===== config.mk =====
export PLATFORM = sky130hd
export DESIGN_NAME = frame_sample_timer
export DESIGN_NICKNAME = d
export VERILOG_FILES = /design/src/rtl/frame_sample_pkg.sv /design/src/rtl/frame_sample_timer_div_counter.sv /design/src/rtl/frame_sample_timer.sv
export SDC_FILE = /design/constraint.sdc
export NUM_CORES = 1
export LEC_CHECK = 0
export BUFFER_PORTS_ARGS = -buffer_cell sky130_fd_sc_hd__buf_2
export CAP_MARGIN = 20
export CORE_MARGIN = 1
export CORE_UTILIZATION = 45
export CTS_BUF_LIST = sky130_fd_sc_hd__clkbuf_4 sky130_fd_sc_hd__clkbuf_8 sky130_fd_sc_hd__clkbuf_16
export CTS_CLUSTER_DIAMETER = 150
export DETAILED_ROUTE_END_ITERATION = 16
export GPL_TIMING_DRIVEN = 0
export HOLD_SLACK_MARGIN = 0.02
export PLACE_DENSITY_LB_ADDON = 0.15
export SETUP_SLACK_MARGIN = 0.3
export SKIP_LAST_GASP = 1
export SLEW_MARGIN = 20
export SYNTH_ARGS = -nofsm -noshare
export SYNTH_HDL_FRONTEND = slang
export SYNTH_HIERARCHICAL = 1
export SYNTH_SLANG_ARGS = --single-unit

===== constraint.sdc =====
create_clock -name sysclk -period 5 [get_ports sysclk]
set_input_delay 0.25 -clock sysclk [delete_from_list [all_inputs] [get_ports sysclk]]
set_output_delay 0.25 -clock sysclk [all_outputs]
set_load 0.05 [all_outputs]

===== src/rtl/frame_sample_pkg.sv =====
// Shared types and constants for the frame sample timer.
package frame_sample_pkg;

    typedef enum logic [0:0] {
        IDLE = 1'b0,
        RUN  = 1'b1
    } state_t;

    // Mid-bit offset for a given divisor: the last count value before mid-bit.
    function automatic int unsigned mid_bit(input int unsigned div);
        return (div >> 32'd1) - 32'd1;
    endfunction

    localparam int unsigned MIN_DIV_DEFAULT  = 32'd4;
    localparam int unsigned BAUD_DIV_DEFAULT = 32'd5208;
    localparam int unsigned MID_BIT_DEFAULT  = mid_bit(BAUD_DIV_DEFAULT); // 2603

endpackage


===== src/rtl/frame_sample_timer_div_counter.sv =====
// Bit-period wrap counter: counts 0 .. limit-1 and flags mid-bit and wrap.
module div_counter #(
    parameter int CNT_W = 15
) (
    input  logic             sysclk,
    input  logic             reset,
    input  logic             clear,
    input  logic [CNT_W-1:0] limit,
    output logic [CNT_W-1:0] count,
    output logic             at_half,
    output logic             at_wrap
);

    logic [CNT_W-1:0] count_r;
    logic [CNT_W-1:0] half_s;
    logic [CNT_W-1:0] last_s;

    assign half_s  = (limit >> 1) - CNT_W'(1);
    assign last_s  = limit - CNT_W'(1);
    assign at_half = (count_r == half_s);
    assign at_wrap = (count_r == last_s);
    assign count   = count_r;

    // Advance the bit-period count, wrapping at limit-1; clear holds it at zero.
    always_ff @(posedge sysclk) begin
        if (reset) begin
            count_r <= '0;
        end else if (clear) begin
            count_r <= '0;
        end else if (at_wrap) begin
            count_r <= '0;
        end else begin
            count_r <= count_r + CNT_W'(1);
        end
    end

endmodule


===== src/rtl/frame_sample_timer.sv =====
// Frame sample timer: mid-bit sample strobe, bit index and frame-done for one
// serial RX channel. Optional build macro FRAME_SAMPLE_RESYNC_EN lets a start
// pulse during a frame restart it (realignment after a false start).
module frame_sample_timer
    import frame_sample_pkg::*;
#(
    parameter int CNT_W   = 15,
    parameter int BITS_W  = 4,
    parameter int MIN_DIV = MIN_DIV_DEFAULT
) (
    input  logic              sysclk,
    input  logic              reset,
    input  logic              enable,
    input  logic              start,
    input  logic [CNT_W-1:0]  divisor,
    input  logic [BITS_W-1:0] frame_bits,
    output logic              busy,
    output logic              sample,
    output logic [BITS_W-1:0] bit_idx,
    output logic              frame_done,
    output logic              cfg_err
);

    state_t            state_r, state_nx_s;
    logic [CNT_W-1:0]  div_q_r;
    logic [BITS_W-1:0] nbits_q_r;
    logic [BITS_W-1:0] bit_idx_r, bit_idx_nx_s;
    logic              busy_r, sample_r, frame_done_r, cfg_err_r;
    logic              sample_nx_s, frame_done_nx_s, cfg_err_nx_s;

    logic [CNT_W-1:0]  count_s;
    logic              at_half_s, at_wrap_s, clear_s;
    logic              cfg_ok_s, start_req_s, final_s;
    logic              accept_s, reject_s;

    assign cfg_ok_s    = (divisor >= CNT_W'(MIN_DIV)) && (frame_bits != BITS_W'(0));
    assign start_req_s = enable && start;
    assign final_s     = (state_r == RUN) && at_wrap_s &&
                         (bit_idx_r == (nbits_q_r - BITS_W'(1)));

    // Counter restarts from zero whenever idle, disabled, or a new frame is accepted.
    assign clear_s = !enable || (state_r != RUN) || accept_s;

    div_counter #(.CNT_W(CNT_W)) u_div_counter (
        .sysclk  (sysclk),
        .reset   (reset),
        .clear   (clear_s),
        .limit   (div_q_r),
        .count   (count_s),
        .at_half (at_half_s),
        .at_wrap (at_wrap_s)
    );

    // Decide whether a start pulse is accepted, rejected or ignored this cycle.
    always_comb begin
        accept_s = 1'b0;
        reject_s = 1'b0;
        if (start_req_s) begin
            if ((state_r == IDLE) || final_s) begin
                accept_s = cfg_ok_s;
                reject_s = !cfg_ok_s;
            end else begin
`ifdef FRAME_SAMPLE_RESYNC_EN
                accept_s = cfg_ok_s;
                reject_s = !cfg_ok_s;
`else
                accept_s = 1'b0;
                reject_s = 1'b0;
`endif
            end
        end else begin
            accept_s = 1'b0;
            reject_s = 1'b0;
        end
    end

    // Next state, bit index and strobe values; enable low overrides everything.
    always_comb begin
        state_nx_s      = state_r;
        bit_idx_nx_s    = bit_idx_r;
        sample_nx_s     = 1'b0;
        frame_done_nx_s = 1'b0;
        cfg_err_nx_s    = reject_s;
        if (!enable) begin
            state_nx_s   = IDLE;
            bit_idx_nx_s = BITS_W'(0);
            cfg_err_nx_s = 1'b0;
        end else begin
            case (state_r)
                IDLE: begin
                    bit_idx_nx_s = BITS_W'(0);
                    if (accept_s) begin
                        state_nx_s = RUN;
                    end else begin
                        state_nx_s = IDLE;
                    end
                end
                RUN: begin
                    if (final_s) begin
                        frame_done_nx_s = 1'b1;
                        bit_idx_nx_s    = BITS_W'(0);
                        state_nx_s      = accept_s ? RUN : IDLE;
                    end else if (accept_s) begin
                        // Realignment: any strobe due on this edge is dropped.
                        bit_idx_nx_s = BITS_W'(0);
                        state_nx_s   = RUN;
                    end else begin
                        sample_nx_s  = at_half_s;
                        bit_idx_nx_s = at_wrap_s ? (bit_idx_r + BITS_W'(1)) : bit_idx_r;
                        state_nx_s   = RUN;
                    end
                end
                default: begin
                    state_nx_s   = IDLE;
                    bit_idx_nx_s = BITS_W'(0);
                end
            endcase
        end
    end

    // State, latched configuration and registered outputs.
    always_ff @(posedge sysclk) begin
        if (reset) begin
            state_r      <= IDLE;
            div_q_r      <= '0;
            nbits_q_r    <= '0;
            bit_idx_r    <= '0;
            busy_r       <= 1'b0;
            sample_r     <= 1'b0;
            frame_done_r <= 1'b0;
            cfg_err_r    <= 1'b0;
        end else begin
            state_r      <= state_nx_s;
            bit_idx_r    <= bit_idx_nx_s;
            busy_r       <= (state_nx_s == RUN);
            sample_r     <= sample_nx_s;
            frame_done_r <= frame_done_nx_s;
            cfg_err_r    <= cfg_err_nx_s;
            if (accept_s) begin
                div_q_r   <= divisor;
                nbits_q_r <= frame_bits;
            end else begin
                div_q_r   <= div_q_r;
                nbits_q_r <= nbits_q_r;
            end
        end
    end

    assign busy       = busy_r;
    assign sample     = sample_r;
    assign bit_idx    = bit_idx_r;
    assign frame_done = frame_done_r;
    assign cfg_err    = cfg_err_r;

endmodule


==> metrics.md, run 1 <==
| Metric | Value |
|---|---|
| EDFF count, synth | `0` |
| Post-DP HPWL | `5310 um` |
| Drt drc | `0` |
| Placed cell count | `475` |
| Yosys warns | `6` |
| Adder-Cell Fraction of Synth Area | `2.05%` |
| Psw | `between 200 and 250 uW` |
| Final core utilization | `52.8%` |
| Cell type with the largest total area after synthesis | `dfxtp_1` |
| MaxCap Viol Count | `0` |
| Maximum clock rate | `~220 MHz` |
| Final hold violation count | `0` |
| Largest family of logic cells by synthesized area | `simple AND/OR/NAND/NOR gates` |
| Seq pwr share | `45.4%` |
| # IOs | `31` |
| CP peak stage delay | `550 ps` |
| Top-area cell type share of the netlist area | `27.6%` |
| Number of global-route vias before repair | `2494` |
| Setup crit start | `div_q_r[1]` |
| Synth top area cells | `dfxtp_1 28%, xnor2_1 11%, nand2b_1 8.6%` |
| Fill cells | `635` |
| Routed WL | `6850 um` |
| Power share of the clock group | `29.7%` |
| Tcrit/Tclk final | `89.0%` |
| Seq/Total Area, Yosys | `27.6%` |
| H-tree Lvls | `2` |
| CTS Buf Count | `5` |
| Antenna violation net count after detailed routing | `0` |
| Share of async-settable or async-resettable flops after synthesis | `0%` |
| Most common library cells after synthesis | `42 x dfxtp_1, 42 x nand2b_1, 38 x xnor2_1, 23 x mux2i_1, 23 x nand2_1` |
| Largest net degree at the start of global routing | `14` |
| Routed vias | `approximately 2600` |
| Crit-path leading delay family | `simple AND/OR/NAND/NOR gates` |
| Post-Syn Area | `3050 sq um` |
| Grt ovf | `0` |
| Hold WC Path Type | `in -> reg` |
| # setup viols final | `0` |
| Post-Synth Simple-Gate Area | `29.0%` |
| Unique cell type count in the Yosys netlist | `57` |
| Mapped Cells | `about 370` |
| Share of layout cells above drive strength 1 | `15.5%` |
| Setup CP Type | `reg -> reg` |
| Relative slew slack | `41.1%` |
| Critical Path AT | `~4700 ps` |
| Element type at the critical path start | `flip-flop` |
| Slowest cell on the critical path | `or4_4` |
| CTS Hold Bufs | `0` |
| Post-Syn Nets | `approximately 400` |
| Post-Route Skew | `8.71 ps` |
| Leakage Power | `between 0.001 and 0.0015 uW` |
| Slew @ Worst Pin | `862 ps` |
| CTS tree | `built` |
| Sw Share | `30.5%` |
| Wire per inst | `~14 um` |
| Initial DRT Pass Iterations | `4` |
| FP Rows | `29` |
| Initial Util | `a little under half` |
| Compound-Gate Fraction of Synth Area | `9.65%` |
| Die Width | `84.3 um` |
| Max VDD drop | `0.133 mV` |
| Die Y | `~84 um` |
| IO buf count | `30` |
| Crit Path Max Fanout | `10` |
| Clock-pin transition on the worst setup and hold timing paths | `90 ps` |
| DR vias/cell | `5.44` |
| P_int | `roughly 540 uW` |
| Comb pwr share | `24.9%` |
| Syn_area_per_cell | `8.28 sq um` |
| Clk sink count | `between 40 and 50` |
| Unrepaired setup endpoints after global routing | `no` |
| Diode count | `0` |
| Xor-xnor portion of the synthesized cell area | `16.7%` |
| Run status | `finished clean` |
| Clock root cell | `clkbuf_8` |
| P&R area growth vs syn | `11.8%` |
| Min cycle time layout | `about 4400 ps` |
| Final Max Tran Viols | `0` |
| First-pass GRT wire length | `11600 um` |
| Cell area power density | `228 nW/um^2` |
| Yosys reg bits | `42` |
| Initial drt markers | `118` |
| Clk_lat worst skew | `300 ps` |
| Initial antenna violation count | `0` |
| Die footprint | `7110 sq um` |
| Max Root-Sink Buffers | `2` |
| Post-synthesis mux area share | `roughly 7.6%` |
| Hold Path Origin | `start` |
| Worst path cell trace | `inv_2 > ha_4 > or4b_1 > buf_2 > nor4_4 > xnor2_1 > or4_4 > a211oi_4 > and2_2 > buf_2 > nand3_1 > or4_4 > buf_6 > a211oi_2 > buf_6 > buf_12 > mux2i_1` |
| GRT Total Usage | `20.3%` |
| Final net count | `between 400 and 500` |
| Main synth FF type | `dfxtp_1` |
| GPL Wtd Cong | `0.888` |
| Core ar. | `6460 sq um` |
| Critical Path RT | `5220 ps` |
| Setup crit end kind | `flip-flop` |
| FF-to-FF Start | `div_q_r[1]` |
| Post-Layout Cell Count | `between 400 and 500` |
| Number of buffers and inverters on the critical path | `6` |
[layer usage]
metal | wire length, um | track usage, %
met3 | 312 | 3.83
met5 | 0 | 0
met4 | 70 | 6.58
met1 | 3290 | 26.4
met2 | 3180 | 33.9
[area by class of cell]
type                            instances  area [sq um]  share of cell area (%)
Clock buffer                            6          82.6                    2.42
Tap cell                               77          96.3                    2.83
Multi-Input combinational cell        285          1990                    58.5
Inverter                               12          45.0                    1.32
Clock inverter                          2          12.5                   0.367
Sequential cell                        42           841                    24.7
Timing Repair Buffer                   31           158                    4.63
Buffer                                 29           180                    5.29
[repair_timing]
item / CTS / global route
setup buffers: 1 / 0
endpoints found under the setup margin: 27 / 20
pin swaps: 1 / 0
resized for setup: 2 / 4
gates cloned: 0 / 0
[worst register-to-register path, cell delays in order, from the launching register on]
cell,delay [ps]
dfxtp_1,410
inv_2,140
ha_4,180
or4b_1,440
buf_2,180
nor4_4,150
xnor2_1,110
or4_4,550
a211oi_4,260
and2_2,180
buf_2,190
nand3_1,100
or4_4,530
buf_6,150
a211oi_2,230
buf_6,210
buf_12,170
mux2i_1,190
[cells by family (layout without fill, tap and decap cells)]
group | count (synthesis) | after routing
xor+xnor | 58 | 58
mux | 23 | 23
fa+ha+maj | 5 | 5
compound gates | 45 | 45
buf+inv | 41 | 80
simple gates | 154 | 154
flops | 42 | 42
[power groups by stage]
stage          Sequential (uW)  Combinational [uW]  Clock (uW)
6_report                   352                 193         230
5_1_grt                    354                 214         249
3_5_place_dp               360                 189           0
3_3_place_gp               360                 186           0
2_1_floorplan              359                 148           0
4_1_cts                    352                 191         238
[worst paths after layout]
kind	cells past startpoint	end	slack, ps
setup reg to reg	17	div_q_r[7]	550
setup / recovery	17	div_q_r[7]	550
hold / removal	3	cfg_err	180
hold reg to reg	2	div_q_r[9]	470
[stage by stage]
step	worst slack, ps	power [uW]	instance area, sq um	setup TNS [ps]	hold slack [ps]
detailed placement	-10.5	549	3290	-10.5	465
floorplan	630	506	3050	0	375
finish	552	776	3410	0	182
global placement	46.5	546	3290	0	461
global route	326	817	3410	0	202
CTS	303	781	3400	0	183
[flip-flops by register name, summed over array words and instances, names as in the netlist]
signal	count
sample	1
busy	1
nbits_q_r	4
bit_idx	4
u_div_counter/count	15
div_q_r	15
frame_done	1
cfg_err	1
[cells in the final DEF, fill, tap and decap left out, types with 3 or more instances in the layout]
cell,count
nor3b_1,3
xnor2_1,38
buf_2,35
dfxtp_1,42
nor4_1,7
mux2i_1,23
nand3_1,13
nor2_1,20
nand4_1,10
buf_4,3
a21oi_1,19
ha_1,4
nor3_1,10
clkbuf_1,15
nand2_1,23
nand2b_1,42
buf_6,4
o21ai_0,5
a31oi_1,3
xor2_1,20
clkbuf_8,7
and3_1,5
or4_1,4
inv_1,11
Note: power is estimated with default switching activity, not from simulation.
==> inputs of run 2 (changes only) <==
Settings changed: CORE_UTILIZATION 45 to 59.
==> metrics.md, run 2 (synthesized netlist as in run 1, its figures left out) <==
| Metric | Value |
|---|---|
| Final net count | `434 (unchanged)` |
| Final hold violation count | `0 (unchanged)` |
| Relative slew slack | `38.5% (was 41.1%)` |
| Setup CP Type | `reg -> reg (unchanged)` |
| Placement-stage cell area | `3280 sq um (was 3290 sq um)` |
| Max Root-Sink Buffers | `2 (unchanged)` |
| Clock-pin transition on the worst setup and hold timing paths | `80 ps (was 90 ps)` |
| Min cycle time layout | `4430 ps (was 4450 ps)` |
| Element type at the critical path start | `flip-flop (unchanged)` |
| Wire per inst | `14.7 um (was 14.1 um)` |
| IO buf count | `30 (unchanged)` |
| GR Util met1 | `35.3% (was 26.4%)` |
| Initial drt markers | `168 (was 118)` |
| P_int | `539 uW (about the same)` |
| Fill cells | `435 (was 635)` |
| Cell area power density | `229 nW/um^2 (was 228 nW/um^2)` |
| # setup viols final | `0 (unchanged)` |
| Psw | `239 uW (was 237 uW)` |
| Final Max Tran Viols | `0 (unchanged)` |
| Routing usage on met2 | `47.1% (was 33.9%)` |
| Most frequent cells in the layout | `42 x nand2b_1, 41 x dfxtp_1, 38 x xnor2_1 (was 42 x nand2b_1, 42 x dfxtp_1, 38 x xnor2_1)` |
| First-pass GRT wire length | `11500 um (was 11600 um)` |
| Number of global-route vias before repair | `2492 (was 2494)` |
| Maximum clock rate | `226 MHz (was 225 MHz)` |
| Power share of the clock group | `29.8% (was 29.7%)` |
| Critical Path AT | `4650 ps (was 4670 ps)` |
| FP Rows | `25 (was 29)` |
| Leakage Power | `0.00135 uW (about the same)` |
| Setup TNS | `0 ps (unchanged)` |
| GPL Wtd Cong | `0.949 (was 0.888)` |
| Clk sink count | `42 (unchanged)` |
| Hold WC Path Type | `in -> reg (unchanged)` |
| Commonest non-fill, non-tap cell in the layout | `nand2b_1` |
| Share of layout cells above drive strength 1 | `15.7% (was 15.5%)` |
| # IOs | `31 (unchanged)` |
| P&R area growth vs syn | `11.4% (was 11.8%)` |
| Critical Path RT | `5210 ps (was 5220 ps)` |
| Setup crit end kind | `flip-flop (unchanged)` |
| Pwr Total | `779 uW (was 776 uW)` |
| Core ar. | `4850 sq um (was 6460 sq um)` |
| CTS Hold Bufs | `0 (unchanged)` |
| CTS Buf Count | `5 (unchanged)` |
| Routed WL | `6980 um (was 6850 um)` |
| Tcrit/Tclk final | `88.7% (was 89.0%)` |
| Max VDD drop | `0.172 mV (was 0.133 mV)` |
| Run status | `finished clean (unchanged)` |
| Initial Util | `62.9% (was 47.2%)` |
| Comb pwr share | `25.0% (was 24.9%)` |
| Hold_ws | `195 ps (was 182 ps)` |
| Final core utilization | `70.0% (was 52.8%)` |
| Post-DP HPWL | `5250 um (was 5310 um)` |
| Post-Route Skew | `6.07 ps (was 8.71 ps)` |
| Die footprint | `5460 sq um (was 7110 sq um)` |
| Initial DRT Pass Iterations | `4 (unchanged)` |
| Top Usage Layer GRT | `met2 (unchanged)` |
| M3 GR Usage | `4.94% (was 3.83%)` |
| MaxCap Viol Count | `0 (unchanged)` |
| FF/Latch Area | `842 sq um (was 841 sq um)` |
| H-tree Lvls | `2 (unchanged)` |
| Antenna violation net count after detailed routing | `0 (unchanged)` |
| Die Width | `73.9 um (was 84.3 um)` |
| Post-route cell area | `3400 sq um (was 3410 sq um)` |
| GRT Total Usage | `27.8% (was 20.3%)` |
| Sw Share | `30.7% (was 30.5%)` |
| DR vias/cell | `5.57 (was 5.44)` |
| Unrepaired setup endpoints after global routing | `no (unchanged)` |
| Diode count | `0 (unchanged)` |
| Crit Path Max Fanout | `10 (unchanged)` |
| Clk_lat worst skew | `290 ps (was 300 ps)` |
| CTS tree | `built (unchanged)` |
| Die Y | `73.9 um (was 84.3 um)` |
| Drt drc | `0 (unchanged)` |
| Initial antenna violation count | `0 (unchanged)` |
| Slew @ Worst Pin | `899 ps (was 862 ps)` |
| Largest net degree at the start of global routing | `14 (unchanged)` |
| Clock root cell | `clkbuf_8 (unchanged)` |
| Multi-input gate area | `1990 sq um (unchanged)` |
| Seq pwr share | `45.2% (was 45.4%)` |
| Grt ovf | `0 (unchanged)` |
| Routed vias | `2638 (was 2635)` |
-- run 2: cell counts in the layout (fill, tap and decap cells not counted) --
Identical to the previous run, type by type.
-- run 2: worst paths after layout --
kind | from | end | slack [ps] | cells after the start
hold / removal | start | cfg_err | 190 | 3
setup reg to reg | div_q_r[2] | div_q_r[6] | 570 | 17
setup / recovery | div_q_r[2] | div_q_r[6] | 570 | 17
hold reg to reg | div_q_r[12] | div_q_r[12] | 480 | 2
-- run 2: stage by stage --
stage                     setup WS, ps  instances
after floorplan                    630        368
after global placement             115        465
after detailed placement          75.3        465
after CTS                          349        474
after global routing               308        474
final                              567        474
-- run 2: repair_timing --
action                     CTS  global route
gates resized for setup      2             5
pin swaps                    1             0
buffers inserted             1             0
setup endpoints to repair   20            20
-- run 2: critical path, stage by stage, from the launching register on --
cell and delay, ps:
dfxtp_1 380, inv_1 110, ha_4 170, or4b_1 440, buf_2 180, a32oi_1 210, nand4_1 100, or4_4 500
a211oi_4 290, and2_2 190, buf_2 180, nand3_1 100, or4_4 520, buf_6 150, a211oi_2 240, buf_6 210
buf_12 160, mux2i_1 210
-- run 2: cell type report --
class	instances	area share [%]
Timing Repair Buffer	31	4.64
Clock inverter	2	0.368
Clock buffer	6	2.43
Inverter	12	1.33
Sequential cell	42	24.8
Tap cell	67	2.47
Multi-Input combinational cell	285	58.7
Buffer	29	5.31
-- run 2: power by group through the flow --
stage	Combinational, uW	Clock [uW]	Sequential, uW
2_1_floorplan	148	0	359
3_3_place_gp	183	0	360
3_5_place_dp	189	0	360
4_1_cts	190	234	352
5_1_grt	212	246	354
6_report	195	232	352
-- run 2: layer usage --
layer | share of wire, % | up-vias
li1 | - | 1344
met1 | 46 | 1219
met2 | 48 | 67
met3 | 4.5 | 8
met4 | 1.3 | 0
met5 | 0 | -
==> inputs of run 3 (changes only) <==
Settings changed: CORE_UTILIZATION 59 to 60.
==> metrics.md, run 3 (synthesized netlist as in run 1, its figures left out) <==
| Metric | Value |
|---|---|
| Max Root-Sink Buffers | `2 (unchanged)` |
| Die footprint | `5370 sq um (was 5460 sq um)` |
| GPL Wtd Cong | `0.885 (was 0.949)` |
| H-tree Lvls | `2 (unchanged)` |
| Die Y | `73.3 um (was 73.9 um)` |
| # setup viols final | `0 (unchanged)` |
| Crit Path Max Fanout | `10 (unchanged)` |
| Critical Path RT | `5220 ps (was 5210 ps)` |
| Tcrit/Tclk final | `89.2% (was 88.7%)` |
| Hold_ws | `200 ps (was 195 ps)` |
| Placed cell count | `465 (unchanged)` |
| Grt ovf | `0 (unchanged)` |
| CTS tree | `built (unchanged)` |
| Initial DRT Pass Iterations | `4 (unchanged)` |
| CP peak stage delay | `520 ps (about the same)` |
| Drt drc | `0 (unchanged)` |
| Relative slew slack | `46.9% (was 38.5%)` |
| Max VDD drop | `0.137 mV (was 0.172 mV)` |
| Element type at the critical path start | `flip-flop (unchanged)` |
| Number of global-route vias before repair | `2423 (was 2492)` |
| Setup CP Type | `reg -> reg (unchanged)` |
| Unrepaired setup endpoints after global routing | `no (unchanged)` |
| CTS Hold Bufs | `0 (unchanged)` |
| Initial antenna violation count | `0 (unchanged)` |
| Routed vias | `2648 (was 2638)` |
| First-pass GRT wire length | `11300 um (was 11500 um)` |
| Worst path cell trace | `inv_2 > ha_4 > or4b_1 > buf_2 > a32oi_1 > nand4_1 > or4_4 > a211oi_4 > and2_2 > buf_2 > nand3_1 > or4_4 > buf_6 > a211oi_2 > buf_6 > buf_12 > mux2i_1 (was inv_1 > ha_4 > or4b_1 > buf_2 > a32oi_1 > nand4_1 > or4_4 > a211oi_4 > and2_2 > buf_2 > nand3_1 > or4_4 > buf_6 > a211oi_2 > buf_6 > buf_12 > mux2i_1)` |
| Critical Path AT | `4690 ps (was 4650 ps)` |
| Slowest cell on the critical path | `or4_4 (unchanged)` |
| GRT Total Usage | `27.3% (was 27.8%)` |
| Diode count | `0 (unchanged)` |
| Clock-pin transition on the worst setup and hold timing paths | `80 ps (about the same)` |
| Pwr Total | `777 uW (was 779 uW)` |
| Final net count | `434 (unchanged)` |
| Wire per inst | `14.4 um (was 14.7 um)` |
| Placement-stage cell area | `3280 sq um (unchanged)` |
| Share of layout cells above drive strength 1 | `15.5% (was 15.7%)` |
| Final Max Tran Viols | `0 (unchanged)` |
| Maximum clock rate | `224 MHz (was 226 MHz)` |
| # IOs | `31 (unchanged)` |
| Setup crit end kind | `flip-flop (unchanged)` |
| Clock root cell | `clkbuf_8 (unchanged)` |
| Largest net degree at the start of global routing | `13 (was 14)` |
| Cell area power density | `229 nW/um^2 (about the same)` |
| Post-Layout Cell Count | `474 (unchanged)` |
| Clk_lat worst skew | `290 ps (about the same)` |
| Leakage Power | `0.00135 uW (about the same)` |
| Core ar. | `4820 sq um (was 4850 sq um)` |
| Routed WL | `6850 um (was 6980 um)` |
| FP Rows | `25 (unchanged)` |
| Clk sink count | `42 (unchanged)` |
| Hold WC Path Type | `in -> reg (unchanged)` |
| Final hold violation count | `0 (unchanged)` |
| Initial drt markers | `131 (was 168)` |
| Post-Route Skew | `7.06 ps (was 6.07 ps)` |
| Post-DP HPWL | `5220 um (was 5250 um)` |
| Setup TNS | `0 ps (unchanged)` |
| DR vias/cell | `5.59 (was 5.57)` |
| P&R area growth vs syn | `11.4% (about the same)` |
| Initial Util | `63.3% (was 62.9%)` |
| Run status | `finished clean (unchanged)` |
| CTS Buf Count | `5 (unchanged)` |
| Most frequent cells in the layout | `42 x nand2b_1, 42 x dfxtp_1, 38 x xnor2_1 (was 42 x nand2b_1, 41 x dfxtp_1, 38 x xnor2_1)` |
| Post-route cell area | `3390 sq um (was 3400 sq um)` |
| IO buf count | `30 (unchanged)` |
| Min cycle time layout | `4460 ps (was 4430 ps)` |
| Slew @ Worst Pin | `776 ps (was 899 ps)` |
| Antenna violation net count after detailed routing | `0 (unchanged)` |
| Die Width | `73.3 um (was 73.9 um)` |
| MaxCap Viol Count | `0 (unchanged)` |
==> run 3: final timing paths <==
check	from	endpoint	slack, ps	cells after the start
hold reg to reg	div_q_r[10]	div_q_r[10]	480	2
setup / recovery	div_q_r[1]	div_q_r[6]	540	17
setup reg to reg	div_q_r[1]	div_q_r[6]	540	17
hold / removal	start	cfg_err	200	3
==> run 3: cell type report <==
type                       count  area, sq um
fill                         442         1420
multi-input combinational    285         1990
sequential                    42          841
tap                           67         83.8
timing repair buffer          31          158
buffer                        29          180
inverter                      12         45.0
clock inverter                 1         5.00
clock buffer                   7         90.1
==> run 3: per-layer routing <==
| layer | vias to the layer above | track usage [%] | share of wire [%] |
|---|---|---|---|
| met5 | - | 0 | 0 |
| met4 | 0 | 9.37 | 1.7 |
| met3 | 9 | 3.84 | 3.4 |
| met2 | 45 | 46.9 | 49 |
| met1 | 1256 | 34.9 | 46 |
| li1 | 1338 | - | - |
==> run 3: power breakdown <==
| group | total (uW) | switching, uW | internal [uW] |
|---|---|---|---|
| logic | 194 | 108 | 85.5 |
| clock network | 231 | 114 | 117 |
| registers | 352 | 9.65 | 343 |
==> run 3: per-stage QoR <==
stage,setup slack (ps),utilization [%]
2_1_floorplan,630,-
3_3_place_gp,89.2,68.1
3_5_place_dp,70.6,68.1
4_1_cts,339,70.3
5_1_grt,311,70.5
6_report,538,70.5
==> run 3: timing repair <==
action,4_1_cts,5_1_grt
pin swaps,1,0
resized for setup,2,3
hold endpoints to repair,0,0
buffers inserted,1,0
endpoints found under the setup margin,20,20
==> run 3: worst max-delay path, delay by kind of cell, from the launching register on <==
| family | cells | cell delay, ps |
|---|---|---|
| compound gates | 3 | 730 |
| flops | 1 | 410 |
| buf+inv | 6 | 1030 |
| fa+ha+maj | 1 | 180 |
| simple gates | 6 | 1860 |
| mux | 1 | 190 |
